==> src/rtl/cordic_chk_pkg.sv <==
// rtl/cordic_chk_pkg.sv - shared types and golden vector table for the CORDIC rotation result checker
package cordic_chk_pkg;

    localparam int GOLD_MAG  = 536870912;
    localparam int GOLD_C225 = 496004047;
    localparam int GOLD_S225 = 205451603;
    localparam int GOLD_C45  = 379625062;

    typedef enum logic [1:0] {
        ST_IDLE,
        ST_RUN,
        ST_DRAIN,
        ST_DONE
    } chkState_t;

    // Entry k is {x, y} of the radius-2^29 vector at 180deg + k*22.5deg
    localparam logic signed [31:0] GOLD_TABLE [16][2] = '{
        '{-GOLD_MAG,  0},
        '{-GOLD_C225, -GOLD_S225},
        '{-GOLD_C45,  -GOLD_C45},
        '{-GOLD_S225, -GOLD_C225},
        '{0,          -GOLD_MAG},
        '{GOLD_S225,  -GOLD_C225},
        '{GOLD_C45,   -GOLD_C45},
        '{GOLD_C225,  -GOLD_S225},
        '{GOLD_MAG,   0},
        '{GOLD_C225,  GOLD_S225},
        '{GOLD_C45,   GOLD_C45},
        '{GOLD_S225,  GOLD_C225},
        '{0,          GOLD_MAG},
        '{-GOLD_S225, GOLD_C225},
        '{-GOLD_C45,  GOLD_C45},
        '{-GOLD_C225, GOLD_S225}
    };

endpackage

==> src/rtl/cordic_gold_rom.sv <==
// rtl/cordic_gold_rom.sv - combinational golden XN/YN lookup by sample index
module cordic_gold_rom
    import cordic_chk_pkg::*;
#(
    parameter int WIDTH = 32
) (
    input  logic [3:0]              sample_idx,
    output logic signed [WIDTH-1:0] gold_x,
    output logic signed [WIDTH-1:0] gold_y
);

    always_comb begin
        gold_x = WIDTH'(GOLD_TABLE[sample_idx][0]);
        gold_y = WIDTH'(GOLD_TABLE[sample_idx][1]);
    end

endmodule

==> config.mk <==
export PLATFORM = sky130hd
export DESIGN_NAME = cordic_gold_rom
export DESIGN_NICKNAME = d
export VERILOG_FILES = /design/src/rtl/cordic_chk_pkg.sv /design/src/rtl/cordic_gold_rom.sv
export SDC_FILE = /design/constraint.sdc
export NUM_CORES = 1
export LEC_CHECK = 0
export CORE_AREA = 2 2 44 67
export DETAILED_ROUTE_END_ITERATION = 7
export DIE_AREA = 0 0 46 69
export PLACE_DENSITY_LB_ADDON = 0.15
export REMOVE_ABC_BUFFERS = 1
export SYNTH_ARGS = -nofsm -noshare
export SYNTH_HDL_FRONTEND = slang
export SYNTH_SLANG_ARGS = --single-unit
==> constraint.sdc <==
create_clock -name vclk -period 1.7
set_input_delay 0.17 -clock vclk [all_inputs]
set_output_delay 0.17 -clock vclk [all_outputs]
set_load 0.02 [all_outputs]
# ---- Word level (Yosys, flattened, before mapping)
# Memories as Yosys holds them, arrays and structs flattened.
# Cells that the tools add are included.
dict set report word_totals {
  ff_bits 0
  romBits 1024
  inputBits 4
  out_inout_bits 64
  wordCells 5
  memories 1
}
# memory words width read_ports rd_clocked_by_memory_dff wr line
set memory_table {}
lappend memory_table {{(name not given)} 16 64 1 0 0 cordic_gold_rom.sv:14} ;# gold_y = WIDTH'(GOLD_TABLE[sample_idx][1]);
dict set report classes {
  order_cmp 1
  muxes 2
  bitwise_logic 1
}
# op count
set op_table {}
lappend op_table {{two-way mux 64 bit} 2}
lappend op_table {{>= comparator 5 bit, second input constant} 1}
lappend op_table {{NOT 4 -> 5 bit} 1}

# ---- Logic depth before layout (Yosys ltp)
dict set report depth {
  ltp_word 4
  ltp_mapped 5
  mapped_depth_nobuf 5
}

# ---- Worst setup path before layout
# No wires, ideal clock.
dict set report synth_path {
  path_kind {input -> output}
  start {input sample_idx[0]}
  end {output gold_y[17]}
  arrival_ns 1.474
  required_ns 1.530
  setup_slack_ns 0.056
  path_stages 4
  path_cell_list {inv_1 ha_1 mux4_1 buf_4}
}
dict set report synth_via {
  elab_chain_len 4
}
# element line
set synth_rtl {}
lappend synth_rtl {{from (decl)} cordic_gold_rom.sv:7} ;# input logic [3:0] sample_idx,
lappend synth_rtl {{NOT 4 -> 5 bit (implied by the code)} cordic_gold_rom.sv:14}
lappend synth_rtl {{memory read (16 x 64 bit)} -}
lappend synth_rtl {{two-way mux 64 bit (2 in a row)} -}
lappend synth_rtl {{to (decl)} cordic_gold_rom.sv:9} ;# output logic signed [WIDTH-1:0] gold_y
# Every way passes these cells. The select of a mux whose other input is x is not followed.

# ---- Worst setup path in the final report
dict set report layout_path {
  start {input sample_idx[0]}
  end {output gold_y[11]}
}
# Same word-level chain as after synthesis.

==> impl_results.md <==
- Top cell type's share of synthesized area: 43.2%
- Register Area: 0 µm²
- Core Rows: 23
- GP Congestion: 0.679
- Setup violators final: 0
- Grt total ovfl: 0
- Hold WC Path Type: input pin to output port
- Worst-margin pin slew: 0.239 ns
- Register area share after synthesis: 0%
- Fillers: 273
- Highest clock rate: 606 MHz
- NumNets Final: 135
- Largest net degree at the start of global routing: 13
- Clock buffer count: 0
- Critical Path End Type: output port
- Pre-Repair DR Iteration Count: 4
- Hold WS: 0.987 ns
- WL/cell: 13.3 µm
- Overall Global Routing Usage: 11.8%
- Yosys cell types: 18
- Synth Warn #: 0
- Fin crit share: 97.1%
- First-pass GRT wire length: 3010 µm
- Peak supply drop: 184 µV
- # DRC: 0
- IO Port Bufs: 68
- Slew Viols, Final: 0
- Mapped Area: 747 µm²
- Via density: 4.50
- Antenna violations before repair: 0
- Max cap viols: 0
- Area leader, netlist: buf_4
- TNS Setup: 0 ns
- Share of layout cells above drive strength 1: 67.5%
- RSZ-0062 raised after global routing: true
- Area Overhead vs Synth: 54.1%
- WP data required: 1.53 ns
- Post-layout min period: 1.65 ns
- Via count: 666
- Status: finished clean
- DP Area: 1210 µm²
- Final hold violation count: 0
- Die height: 69 µm
- Crit Path Class: input pin to output port
- Post-CTS Hold Fix Bufs: 0
- Cell count after synthesis: 84
- Initial core utilization: 28.8%
- Top post-synthesis cells by area: buf_4 (43%), mux4_2 (18%), ha_1 (10%)
- Total length of routed wires: 1980 µm
- Seq cells: 0
- Startpoint types: input pin
- Floorplan core area: 2590 µm²
- Avg Inst Size Synth: 8.89 µm²
- Die width: 46 µm
- Post-route design area: 1150 µm²
- Rel. slew slack: 83.9%
- Final ANT Viol Nets: 0
- CP Max Fanout: 8
- Leak pwr: 0.617 nW
- Io pins: 68
- Crit path arrival time: 1.48 ns
- Die ar.: 3170 µm²
- Initial DRC count: 4
- Crit path from: sample_idx[0]
- Power Density: 514 nW/µm²
- HPWL after DPL: 1500 µm
- Diode count: 0
- Worst setup path endpoint: gold_y[11]
- Vias in the first global route: 634
-- cell families (layout without fill, tap and decap cells) --
group	count (synthesis)	after routing	share of synthesized area (%)
AOI/OAI and AO/OA	5	5	3.52
adders and majority gates	6	6	10.0
buffers and inverters	49	88	47.4
and+or+nand+nor	12	12	7.37
xor gates and xnor gates	1	1	2.18
muxes	11	11	29.5
-- synthesized netlist by cell type --
library cell / instances
mux4_1: 2
o22ai_1: 1
ha_1: 6
o21ai_0: 1
mux2_1: 2
xnor2_2: 1
mux2i_1: 1
buf_6: 1
inv_1: 4
mux4_2: 6
or2_2: 1
nor2_1: 3
nor2b_1: 1
buf_4: 43
nand2_1: 5
nand2b_1: 2
buf_2: 1
a21oi_1: 3
-- how the worst min path moves through the flow --
stage / slack, ns / endpoint / start / cells after the start
4_1_cts: 1.12 / gold_y[7] / sample_idx[3] / 4
6_report: 0.99 / gold_y[29] / sample_idx[1] / 6
2_1_floorplan: 0.34 / gold_x[0] / sample_idx[0] / 0
5_1_grt: 1.04 / gold_y[29] / sample_idx[1] / 6
3_5_place_dp: 1.51 / gold_y[0] / sample_idx[0] / 3
3_3_place_gp: 1.50 / gold_x[0] / sample_idx[0] / 3
-- power breakdown --
| group | switching, mW | internal (mW) | leakage (nW) | total [mW] |
|---|---|---|---|---|
| clock | 0 | 0 | 0 | 0 |
| combinational | 0.343 | 0.249 | 0.617 | 0.592 |
| sequential | 0 | 0 | 0 | 0 |
| total | 0.343 | 0.249 | 0.617 | 0.592 |
-- critical path, stage by stage --
cell	delay (ns)
dlygate4sd2_1	0.27
buf_6	0.15
ha_4	0.18
mux4_2	0.55
buf_6	0.17
-- per-stage QoR --
stage | total power, mW | std cells | utilization (%) | setup WS, ns
2_1_floorplan | 0.301 | 39 | - | -0.00925
3_3_place_gp | 0.659 | 143 | 46.9 | -0.689
3_5_place_dp | 0.662 | 143 | 46.9 | -0.770
4_1_cts | 0.601 | 145 | 45.1 | 0.0176
5_1_grt | 0.629 | 148 | 44.4 | -0.00784
6_report | 0.592 | 148 | 44.4 | 0.0491
-- cell usage in the layout (no fill, tap or decap) --
cell	Yosys	layout
mux2_4	0	2
ha_4	0	3
clkdlybuf4s50_1	0	2
bufbuf_16	0	1
xnor2_4	0	1
inv_1	4	1
a21oi_1	3	3
mux4_2	6	8
clkbuf_2	0	8
buf_2	1	28
dlygate4sd2_1	0	15
buf_12	0	1
nand2b_1	2	2
buf_6	1	9
o22ai_1	1	1
inv_2	0	3
nor2_1	3	3
nand2_1	5	5
mux2i_1	1	1
nor2b_1	1	1
o21ai_0	1	1
ha_1	6	3
clkdlybuf4s15_1	0	2
buf_4	43	12
clkdlybuf4s15_2	0	6
or2_2	1	1
-- cell type report --
class	count	area, µm²	share of cell area (%)
tap	25	31.3	2.72
multi-input combinational	35	442	38.4
inverter	4	15.0	1.30
timing repair buffer	84	663	57.6
-- layer usage --
metal	global-route usage (%)	vias up	routed length (µm)
met5	0	-	0
met4	0	0	0
met3	0.262	0	195
met2	23.8	48	1060
met1	13.2	301	724
li1	-	317	-
-- timing repair --
action | in CTS | in global routing
resized for setup | 220 | 13
gates cloned | 1 | 0
pin swaps | 1 | 3
hold endpoints to repair | 0 | 0
buffers inserted | 1 | 3
setup endpoints to repair | 62 | 34
Note: power is estimated with default switching activity, not from simulation.
